==> src/rtl/regfile_write_arbiter_if.sv <==
// Write-port sharing bus for regfile_write_arbiter: two writeback requesters,
// scoreboard mark/lookup, and the register file write port.
interface regfile_write_arbiter_if;
  logic        a_valid_i;
  logic        a_ready_o;
  logic [4:0]  a_addr_i;
  logic [31:0] a_data_i;
  logic        b_valid_i;
  logic        b_ready_o;
  logic [4:0]  b_addr_i;
  logic [31:0] b_data_i;
  logic        mark_valid_i;
  logic [4:0]  mark_addr_i;
  logic [4:0]  rs_addr_i;
  logic [4:0]  rt_addr_i;
  logic        rs_busy_o;
  logic        rt_busy_o;
  logic [31:0] busy_vec_o;
  logic        RegWrite_o;
  logic [4:0]  RDaddr_o;
  logic [31:0] RDdata_o;

  modport master (
    output a_valid_i, a_addr_i, a_data_i,
    output b_valid_i, b_addr_i, b_data_i,
    output mark_valid_i, mark_addr_i, rs_addr_i, rt_addr_i,
    input  a_ready_o, b_ready_o, rs_busy_o, rt_busy_o, busy_vec_o,
    input  RegWrite_o, RDaddr_o, RDdata_o
  );

  modport slave (
    input  a_valid_i, a_addr_i, a_data_i,
    input  b_valid_i, b_addr_i, b_data_i,
    input  mark_valid_i, mark_addr_i, rs_addr_i, rt_addr_i,
    output a_ready_o, b_ready_o, rs_busy_o, rt_busy_o, busy_vec_o,
    output RegWrite_o, RDaddr_o, RDdata_o
  );
endinterface

==> src/rtl/regfile_write_arbiter.sv <==
// Shares the register file write port between writeback (A) and a long-latency
// unit (B), and tracks pending B writes. Define STARVE_EN to enable B starvation guard.
module regfile_write_arbiter #(
  parameter int STARVE_LIMIT = 4,
  parameter int CNT_W        = 4
) (
  input  logic                  clk_i,
  input  logic                  rst_i,
  regfile_write_arbiter_if.slave bus
);

  logic        force_b;
  logic        grant_a;
  logic        grant_b;
  logic [4:0]  win_addr;
  logic [31:0] win_data;
  logic        reg_write;
  logic [4:0]  rd_addr;
  logic [31:0] rd_data;
  logic        out_from_b;
  logic [31:0] busy;
  logic [31:0] busy_next;

`ifdef STARVE_EN
  localparam logic [CNT_W-1:0] LIMIT = CNT_W'(STARVE_LIMIT);

  logic [CNT_W-1:0] wait_cnt;

  assign force_b = bus.b_valid_i && (wait_cnt == LIMIT);

  // Counts consecutive refused cycles of a waiting B request.
  always_ff @(posedge clk_i) begin
    if (rst_i) begin
      wait_cnt <= '0;
    end else if (!bus.b_valid_i || grant_b) begin
      wait_cnt <= '0;
    end else if (wait_cnt != LIMIT) begin
      wait_cnt <= wait_cnt + 1'b1;
    end
  end
`else
  logic unused_cfg;

  assign force_b    = 1'b0;
  assign unused_cfg = ^{CNT_W[0], STARVE_LIMIT[0]};
`endif

  assign grant_a       = bus.a_valid_i && !force_b;
  assign grant_b       = bus.b_valid_i && !grant_a;
  assign bus.a_ready_o = !force_b;
  assign bus.b_ready_o = grant_b;

  assign win_addr = grant_a ? bus.a_addr_i : bus.b_addr_i;
  assign win_data = grant_a ? bus.a_data_i : bus.b_data_i;

  // Address 0 completes the handshake but never reaches the register file.
  always_ff @(posedge clk_i) begin
    if (rst_i) begin
      reg_write  <= 1'b0;
      rd_addr    <= '0;
      rd_data    <= '0;
      out_from_b <= 1'b0;
    end else if (grant_a || grant_b) begin
      reg_write  <= (win_addr != 5'd0);
      rd_addr    <= win_addr;
      rd_data    <= win_data;
      out_from_b <= grant_b;
    end else begin
      reg_write  <= 1'b0;
    end
  end

  // A mark arriving while its register's B write is on the port wins.
  always_comb begin
    busy_next = busy;
    if (reg_write && out_from_b) begin
      busy_next[rd_addr] = 1'b0;
    end
    if (bus.mark_valid_i && (bus.mark_addr_i != 5'd0)) begin
      busy_next[bus.mark_addr_i] = 1'b1;
    end
    busy_next[0] = 1'b0;
  end

  always_ff @(posedge clk_i) begin
    if (rst_i) begin
      busy <= '0;
    end else begin
      busy <= busy_next;
    end
  end

  assign bus.rs_busy_o  = busy[bus.rs_addr_i];
  assign bus.rt_busy_o  = busy[bus.rt_addr_i];
  assign bus.busy_vec_o = busy;
  assign bus.RegWrite_o = reg_write;
  assign bus.RDaddr_o   = rd_addr;
  assign bus.RDdata_o   = rd_data;

endmodule
==> src/flat_wrapper.sv <==
// flat-port wrapper written by rule: the top's interface ports become plain ports
module regfile_write_arbiter_flat 
#(
  parameter int STARVE_LIMIT = 4,
  parameter int CNT_W        = 4
)
  (clk_i, rst_i, bus_a_valid_i, bus_a_addr_i, bus_a_data_i, bus_b_valid_i, bus_b_addr_i, bus_b_data_i, bus_mark_valid_i, bus_mark_addr_i, bus_rs_addr_i, bus_rt_addr_i, bus_a_ready_o, bus_b_ready_o, bus_rs_busy_o, bus_rt_busy_o, bus_busy_vec_o, bus_RegWrite_o, bus_RDaddr_o, bus_RDdata_o);
  regfile_write_arbiter_if bus_i ();
  input  logic clk_i;
  input  logic rst_i;
  input wire logic [$bits(bus_i.a_valid_i)-1:0] bus_a_valid_i;
  input wire logic [$bits(bus_i.a_addr_i)-1:0] bus_a_addr_i;
  input wire logic [$bits(bus_i.a_data_i)-1:0] bus_a_data_i;
  input wire logic [$bits(bus_i.b_valid_i)-1:0] bus_b_valid_i;
  input wire logic [$bits(bus_i.b_addr_i)-1:0] bus_b_addr_i;
  input wire logic [$bits(bus_i.b_data_i)-1:0] bus_b_data_i;
  input wire logic [$bits(bus_i.mark_valid_i)-1:0] bus_mark_valid_i;
  input wire logic [$bits(bus_i.mark_addr_i)-1:0] bus_mark_addr_i;
  input wire logic [$bits(bus_i.rs_addr_i)-1:0] bus_rs_addr_i;
  input wire logic [$bits(bus_i.rt_addr_i)-1:0] bus_rt_addr_i;
  output wire logic [$bits(bus_i.a_ready_o)-1:0] bus_a_ready_o;
  output wire logic [$bits(bus_i.b_ready_o)-1:0] bus_b_ready_o;
  output wire logic [$bits(bus_i.rs_busy_o)-1:0] bus_rs_busy_o;
  output wire logic [$bits(bus_i.rt_busy_o)-1:0] bus_rt_busy_o;
  output wire logic [$bits(bus_i.busy_vec_o)-1:0] bus_busy_vec_o;
  output wire logic [$bits(bus_i.RegWrite_o)-1:0] bus_RegWrite_o;
  output wire logic [$bits(bus_i.RDaddr_o)-1:0] bus_RDaddr_o;
  output wire logic [$bits(bus_i.RDdata_o)-1:0] bus_RDdata_o;
  assign bus_i.a_valid_i = bus_a_valid_i;
  assign bus_i.a_addr_i = bus_a_addr_i;
  assign bus_i.a_data_i = bus_a_data_i;
  assign bus_i.b_valid_i = bus_b_valid_i;
  assign bus_i.b_addr_i = bus_b_addr_i;
  assign bus_i.b_data_i = bus_b_data_i;
  assign bus_i.mark_valid_i = bus_mark_valid_i;
  assign bus_i.mark_addr_i = bus_mark_addr_i;
  assign bus_i.rs_addr_i = bus_rs_addr_i;
  assign bus_i.rt_addr_i = bus_rt_addr_i;
  assign bus_a_ready_o = bus_i.a_ready_o;
  assign bus_b_ready_o = bus_i.b_ready_o;
  assign bus_rs_busy_o = bus_i.rs_busy_o;
  assign bus_rt_busy_o = bus_i.rt_busy_o;
  assign bus_busy_vec_o = bus_i.busy_vec_o;
  assign bus_RegWrite_o = bus_i.RegWrite_o;
  assign bus_RDaddr_o = bus_i.RDaddr_o;
  assign bus_RDdata_o = bus_i.RDdata_o;
  regfile_write_arbiter #(.STARVE_LIMIT(STARVE_LIMIT), .CNT_W(CNT_W)) u_core (.clk_i(clk_i), .rst_i(rst_i), .bus(bus_i));
endmodule
==> config.mk <==
export PLATFORM = sky130hd
export DESIGN_NAME = regfile_write_arbiter_flat
export DESIGN_NICKNAME = d
export VERILOG_FILES = /design/src/rtl/regfile_write_arbiter_if.sv /design/src/rtl/regfile_write_arbiter.sv /design/src/flat_wrapper.sv
export SDC_FILE = /design/constraint.sdc
export NUM_CORES = 1
export LEC_CHECK = 0
export CAP_MARGIN = 20
export CORE_MARGIN = 2
export CORE_UTILIZATION = 45
export DETAILED_ROUTE_END_ITERATION = 12
export PLACE_DENSITY = 0.87
export SLEW_MARGIN = 5
export SYNTH_ARGS = -nofsm -noshare
export SYNTH_HDL_FRONTEND = slang
export SYNTH_SLANG_ARGS = --single-unit
export TNS_END_PERCENT = 50
==> constraint.sdc <==
create_clock -name clk_i -period 2.9 [get_ports clk_i]
set_input_delay 0.29 -clock clk_i [delete_from_list [all_inputs] [get_ports clk_i]]
set_output_delay 0.29 -clock clk_i [all_outputs]
set_load 0.01 [all_outputs]
# After elaboration in Yosys (flattened, before gate mapping)
# Cells that the tools add are included.
classes:
  order_cmp: 6
  muxes: 12
  n_bitwise: 4
  reduce_logical: 10
ops:
  columns: ["operator", "n"]
  rows:
  - ["$mux 32", 3]
  - ["$and 32x32->32", 1]
  - ["$not 32->32", 1]
  - ["$or 32x32->32", 1]
  - ["$lt 5x6->1 const B", 4]
  - ["$bmux 1 s5", 2]
  - ["$demux 1 s5", 2]
  - ["$ge 5x1->1 const B", 2]
  - ["$reduce_bool 5->1", 2]
  - ["$logic_and 1x1->1", 5]
  - ["$mux 5", 1]
  - ["$mux 1", 4]
  - ["$reduce_or 2->1", 1]
  - ["$logic_not 1->1", 1]
  - ["$logic_or 1x1->1", 1]
  - ["$not 1->1", 1]
word_totals:
  ff_bits: 71
  in_bits: 94
  word_cells: 38

# Longest topological paths before layout
# Gate-level depths: netlist (run 1).
logic_depth:
  ltp_word: 9
  depth_mapped: 6

# Worst setup path before layout (run 1)
# OpenSTA, ideal clock, no wires.
synth_path:
  path_type: "input -> output"
  from: "input port bus_rs_addr_i[0]"
  to: "output port bus_rs_busy_o"
  arrival_time_ns: 1.340
  required_time_ns: 2.610
  slack_ns: 1.270
  path_stages: 5
  path_buffers: 1
  cell_sequence: "buf_2 -> mux4_2 -> nand2b_1 -> o211ai_1 -> nand4_1"
synth_between:
  elab_chain_cells: 2
synth_lines:
  columns: ["item", "line_no", "rtl"]
  rows:
  - ["from (decl)", "flat_wrapper.sv:19", "input wire logic [$bits(bus_i.rs_addr_i)-1:0] bus_rs_addr_i;"]
  - ["$bmux 1 s5", "regfile_write_arbiter.sv:93", "assign bus.rs_busy_o = busy[bus.rs_addr_i];"]
  - ["$mux 1 (implied by the code)", "regfile_write_arbiter.sv:93", null]
  - ["to (decl)", "flat_wrapper.sv:23", "output wire logic [$bits(bus_i.rs_busy_o)-1:0] bus_rs_busy_o;"]
# Every way passes these cells. The select of a mux whose other input is x is not followed.

# Worst setup path in the final report (run 1)
layout_path:
  from: "input port bus_rt_addr_i[0]"
  to: "output port bus_rt_busy_o"
layout_between:
  elab_chain_cells: 2
layout_lines:
  columns: ["item", "line_no", "rtl"]
  rows:
  - ["from (decl)", "flat_wrapper.sv:20", "input wire logic [$bits(bus_i.rt_addr_i)-1:0] bus_rt_addr_i;"]
  - ["$bmux 1 s5", "regfile_write_arbiter.sv:94", "assign bus.rt_busy_o = busy[bus.rt_addr_i];"]
  - ["$mux 1 (implied by the code)", "regfile_write_arbiter.sv:94", null]
  - ["to (decl)", "flat_wrapper.sv:24", "output wire logic [$bits(bus_i.rt_busy_o)-1:0] bus_rt_busy_o;"]
# Every way passes these cells. The select of a mux whose other input is x is not followed.

==> results of run 1 <==
-- layer usage --
metal  wire [um]  part of all wire, %  global-route usage, %  up-vias
li1            -                    -                      -     1872
met1        4410                   38                   30.5     1769
met2        5610                   48                   44.5      236
met3        1470                   12                   9.83       23
met4         267                  2.3                   12.0        0
met5           0                    0                      0        -
-- kinds of logic after synthesis --
kind of cell | after synthesis
buffers and inverters | 34
AND/OR/NAND/NOR | 166
multiplexers | 61
other | 2
AO/OA/AOI/OAI | 117
flip-flops | 70
-- power by group through the flow --
stage                     Clock [mW]  Sequential [mW]  Combinational [mW]
after floorplan                    0             1.07               0.196
after global placement             0             1.06               0.457
after detailed placement           0             1.06               0.467
after CTS                      0.887             1.04               0.471
after global routing           0.921             1.04               0.510
final                          0.878             1.04               0.473
-- per-stage QoR --
stage               total power, mW  hold WS, ns  std cells  utilization (%)  setup slack [ns]
floorplan                      1.26        0.429        450                -              1.27
finish                         2.39        0.530        707             71.0             0.213
global placement               1.51        0.509        691             68.1             0.274
CTS                            2.39        0.520        707             71.0             0.213
global route                   2.47        0.561        707             71.0             0.105
detailed placement             1.53        0.514        691             68.1             0.231
-- flip-flops by register name, indices dropped and copies added, names as in the netlist --
register,cells
u_core.bus.RDdata_o,32
u_core.bus.busy_vec_o,31
u_core.bus.RDaddr_o,5
u_core.out_from_b,1
u_core.bus.RegWrite_o,1
-- critical path, cell delays in order --
cell and delay (ns):
clkdlybuf4s50_1 0.66, mux4_2 0.53, nand2b_1 0.16, o2111ai_1 0.12, nand4_1 0.13, clkdlybuf4s50_1 0.50
-- worst paths after layout --
kind	start	endpoint	cells past startpoint
max	bus_rt_addr_i[0]	bus_rt_busy_o	6
min	u_core.bus.busy_vec_o[9]	u_core.bus.busy_vec_o[9]	2
max reg2reg	u_core.bus.RDaddr_o[4]	u_core.bus.busy_vec_o[16]	3
min reg2reg	u_core.bus.busy_vec_o[9]	u_core.bus.busy_vec_o[9]	2
-- cells in the final DEF (no fill, tap or decap), types with 5 or more instances in the layout --
cell type	count
dfxtp_1	70
o21ai_0	31
nand3_1	9
nand2_1	39
mux4_2	6
mux2i_1	55
clkdlybuf4s50_1	162
clkbuf_8	10
nor2b_1	5
nor2_1	85
buf_4	6
a21oi_1	75
-- area by class of cell --
cell class | count | share of cell area (%)
multi-input cells | 346 | 37.3
repair buffers | 171 | 30.6
flip-flops and latches | 70 | 25.5
clock buffers | 11 | 2.58
well taps | 102 | 2.33
clock inverters | 5 | 1.50
inverters | 2 | 0.137
==> results.md, run 1 <==
* FP Rows at 32
* TritonRoute pass-1 iters at 5
* Leading area contributor after synthesis: dfxtp_1
* Critical path startpoint category: input pin
* I/O Pins at 168
* Core Box Area at 7730 um2
* Placed cell area at 5260 um2
* Max_slew headroom at 51.0%
* Pin count of the biggest net entering global routing at 78
* Mean area per synthesized cell at 7.99 um2
* Worst-path maximum fanout at 7
* Finished Cell Area at 5490 um2
* Synth top area cells: dfxtp_1 39%, mux2i_1 15%, a21oi_1 10%, nor2_1 8.9%, o21ai_0 4.3%
* Initial antenna violation count at 0
* Max-slew violations at 0
* Adder-Cell Fraction of Synth Area at 0%
* Final Hold Viols at 0
* Final antenna-violating net count at 0
* CTS resizes at 0
* P&R area growth vs syn at 52.7%
* Top-area cell type share of the netlist area at 39.0%
* CTS tree: yes
* Die area at 8720 um2
* Max IR drop VDD at 0.000312 V
* Sequential-to-total area share from yosys stat at 39.0%
* Port Buf Inserts at 165
* Die Width at 93.4 um
* Post-route clock period utilization at 92.6%
* Final WL at 11.8 mm
* Drt wl/cell at 16.6 um
* Setup TNS at 0 ns
* Top_reg_cell synth: dfxtp_1
* Unrepaired setup endpoints after global routing: no
* Syn_nets at 544
* Clk slew on worst S/H paths at 0.07 ns
* Hold Crit Class: reg -> reg
* Crit end category: output pin
* CP Class: in -> out
* Req. time, crit path at 2.61 ns
* #FFs+latches synth at 70
* Root buf cell: clkbuf_8
* Vias in the first global route at 3855
* Global placement routability congestion at 0.846
* Syn Inst Count at 450
* Achievable Freq at 0.372 GHz
* Register area at 1400 um2
* Hold-fix buffers at CTS at 0
* First-pass GRT wire length at 18.6 mm
* Leakage at 2.11 nW
* Clock Path Buffers at 2
* Post-synthesis mux area share at 19.1%
* Cts bufs inserted at 9
* Share of layout cells above drive strength 1 at 5.29%
* XOR/XNOR Fraction of Synth Area at 0%
* Setup violations, final at 0
* Logic gate share of total power at 19.8%
* Vias per inst at 5.52
* Most common cell in the netlist: nor2_1
* Post-Synthesis Cell Area at 3590 um2
* Multi-input logic area at 2050 um2
* Sequential Power Share at 43.4%
* Async SR Flop Fraction at 0%
* Worst slew pin tran at 0.736 ns
* Pwr per Cell Area at 435 nW/um2
* Vias after detailed routing at 3900
* Initial core utilization at 46.5%
* Largest family of logic cells by synthesized area: simple AND/OR/NAND/NOR gates
* Clock share of power at 36.8%
* Total grt overflow at 0
* Post-synth top cells: 85 x nor2_1, 75 x a21oi_1, 70 x dfxtp_1
* EDFF count, synth at 0
* Drt drc at 0
* Worst-Skew Late Latency at 0.34 ns
* Fin crit period at 2.69 ns
* Sw frac at 25.4%
* Psw at 608 uW
* Starting DRT DRC Count at 231
* Maxcap violations at 0
* Htree depth at 3
* # diodes at 0
* Status: completed
* Clock skew at 0.0104 ns
* Postcts setup bufs at 0
* Total GRT Usage at 26.7%
* TritonCTS Sinks at 70
* Fillers at 592
* DP Wirelength at 8.68 mm
* Post-Synth Simple-Gate Area at 20.5%
* Synth Area in Compound Gates at 17.2%
* Yosys warnings at 0
* Chip height at 93.4 um
* Final net count at 694
* Flop2flop setup slack at 1.42 ns
* Worst Path Arrival at 2.40 ns
* Library cells used by synthesis at 30
* Int Pwr at 1.78 mW
Power figures use the tool's default switching activity.
==> run 2, diff against run 1 <==
- CTS_CLUSTER_SIZE: default -> 10
- MAX_ROUTING_LAYER: default -> met4
==> results.md, run 2 (same netlist as run 1, synthesis figures left out) <==
* Global placement routability congestion at 0.844
* Total GRT Usage at 28.7%
* Core Box Area at 7730 um2
* Drt drc at 0
* Register area at 1400 um2
* P&R area growth vs syn at 53.3%
* Starting DRT DRC Count at 391
* Setup violations, final at 0
* Post-route clock period utilization at 91.2%
* Initial core utilization at 46.5%
* Cts bufs inserted at 9
* Most frequent CP cell: clkdlybuf4s50_1
* Worst-Skew Late Latency at 0.34 ns
* Root buf cell: clkbuf_8
* Hold-fix buffers at CTS at 0
* Total grt overflow at 0
* I/O Pins at 168
* Post-Place Worst Slack at 0.250 ns
* Crit path to: bus_rt_busy_o
* Critical path startpoint category: input pin
* Worst-path maximum fanout at 7
* # diodes at 0
* Multi-input logic area at 2050 um2
* Reg2reg end: u_core.bus.busy_vec_o[17]
* TritonCTS Sinks at 70
* Fin crit period at 2.64 ns
* Postcts setup bufs at 0
* Req. time, crit path at 2.61 ns
* Most frequent cells in the layout: 162 x clkdlybuf4s50_1, 85 x nor2_1, 75 x a21oi_1, 70 x dfxtp_1, 55 x mux2i_1
* Max IR drop VDD at 0.000364 V
* Crit. Startpoint: bus_rt_addr_i[0]
* Drt wl/cell at 17.0 um
* Max reg flops at 32
* TritonRoute pass-1 iters at 5
* CTS tree: yes
* Worst r2r path cells at 3
* Vias after detailed routing at 3978
* Leakage at 2.11 nW
* Clock skew at 0.00826 ns
* Status: completed
* Final WL at 12.1 mm
* Unrepaired setup endpoints after global routing: no
* Vias in the first global route at 3998
* Clk slew on worst S/H paths at 0.08 ns
* Htree depth at 3
* DP Wirelength at 9.07 mm
* First-pass GRT wire length at 19.1 mm
* Initial antenna violation count at 0
* Die area at 8720 um2
* Maxcap violations at 0
* Clock Path Buffers at 2
* CP Cell Sequence: clkdlybuf4s50_1 -> mux4_2 -> nand2b_1 -> o2111ai_1 -> nand4_1 -> clkdlybuf4s50_1
* CTS resizes at 0
* Chip height at 93.4 um
* FP Rows at 32
* CP Class: in -> out
* Worst Setup Slack, final at 0.256 ns
* Pwr per Cell Area at 447 nW/um2
* Post-layout util at 71.3%
* Fillers at 578
* R2r startpoint: u_core.bus.RDaddr_o[4]
* Max_slew headroom at 52.7%
* Share of layout cells above drive strength 1 at 5.45%
* Flop2flop setup slack at 1.43 ns
* Crit end category: output pin
* Final Hold Viols at 0
* Worst slew pin tran at 0.710 ns
* Final antenna-violating net count at 0
* Crit-path slowest cell: clkdlybuf4s50_1
* Vias per inst at 5.62
* Port Buf Inserts at 165
* Final net count at 695
* Hold Crit Class: in -> reg
* Most common cell after layout, fill and taps aside: clkdlybuf4s50_1
* Achievable Freq at 0.378 GHz
* Die Width at 93.4 um
* Pin count of the biggest net entering global routing at 78
* Worst Path Arrival at 2.35 ns
* Max-slew violations at 0
* Setup TNS at 0 ns
* Worst path max stage delay at 0.67 ns
[run 2: area by class of cell]
cell class | instances | area share [%]
Clock buffer | 10 | 2.32
Timing Repair Buffer | 172 | 30.7
Tap cell | 102 | 2.32
Sequential cell | 70 | 25.4
Inverter | 2 | 0.136
Multi-Input combinational cell | 346 | 37.1
Clock inverter | 6 | 2.00
[run 2: metrics by stage]
step | total power, mW | hold slack (ns) | instance area, um2 | instances
after floorplan | 1.26 | 0.429 | 3590 | 450
after global placement | 1.52 | 0.509 | 5270 | 692
after detailed placement | 1.53 | 0.509 | 5270 | 692
after CTS | 2.46 | 0.387 | 5510 | 708
after global routing | 2.55 | 0.410 | 5510 | 708
final | 2.46 | 0.408 | 5510 | 708
[run 2: metal layers]
layer	global-route usage (%)	routed length (um)	vias to the layer above
li1	-	-	1882
met3	9.02	1280	21
met1	32.7	4730	1873
met2	48.1	5820	202
met4	9.31	237	0
met5	-	0	-
[run 2: power by group]
| part | internal, mW | switching (mW) | total (mW) |
|---|---|---|---|
| clock | 0.570 | 0.378 | 0.948 |
| sequential | 1.00 | 0.0357 | 1.04 |
| combinational | 0.269 | 0.208 | 0.477 |
[run 2: worst min-delay path by stage]
stage,to,start,slack [ns],depth (start not counted)
5_1_grt,u_core.bus.RDdata_o[28],rst_i,0.41,2
4_1_cts,u_core.bus.RDdata_o[9],rst_i,0.39,2
2_1_floorplan,u_core.bus.RDdata_o[29],bus_a_data_i[29],0.43,2
6_report,u_core.bus.RDdata_o[26],rst_i,0.41,2
3_5_place_dp,u_core.bus.busy_vec_o[11],u_core.bus.busy_vec_o[11],0.51,2
3_3_place_gp,u_core.bus.busy_vec_o[11],u_core.bus.busy_vec_o[11],0.51,2
[run 2: worst max-delay path, delay by kind of cell]
| kind | cells | cell delay, ns |
|---|---|---|
| mux | 1 | 0.53 |
| compound gates | 1 | 0.10 |
| simple gates | 2 | 0.27 |
| buf+inv | 2 | 1.16 |
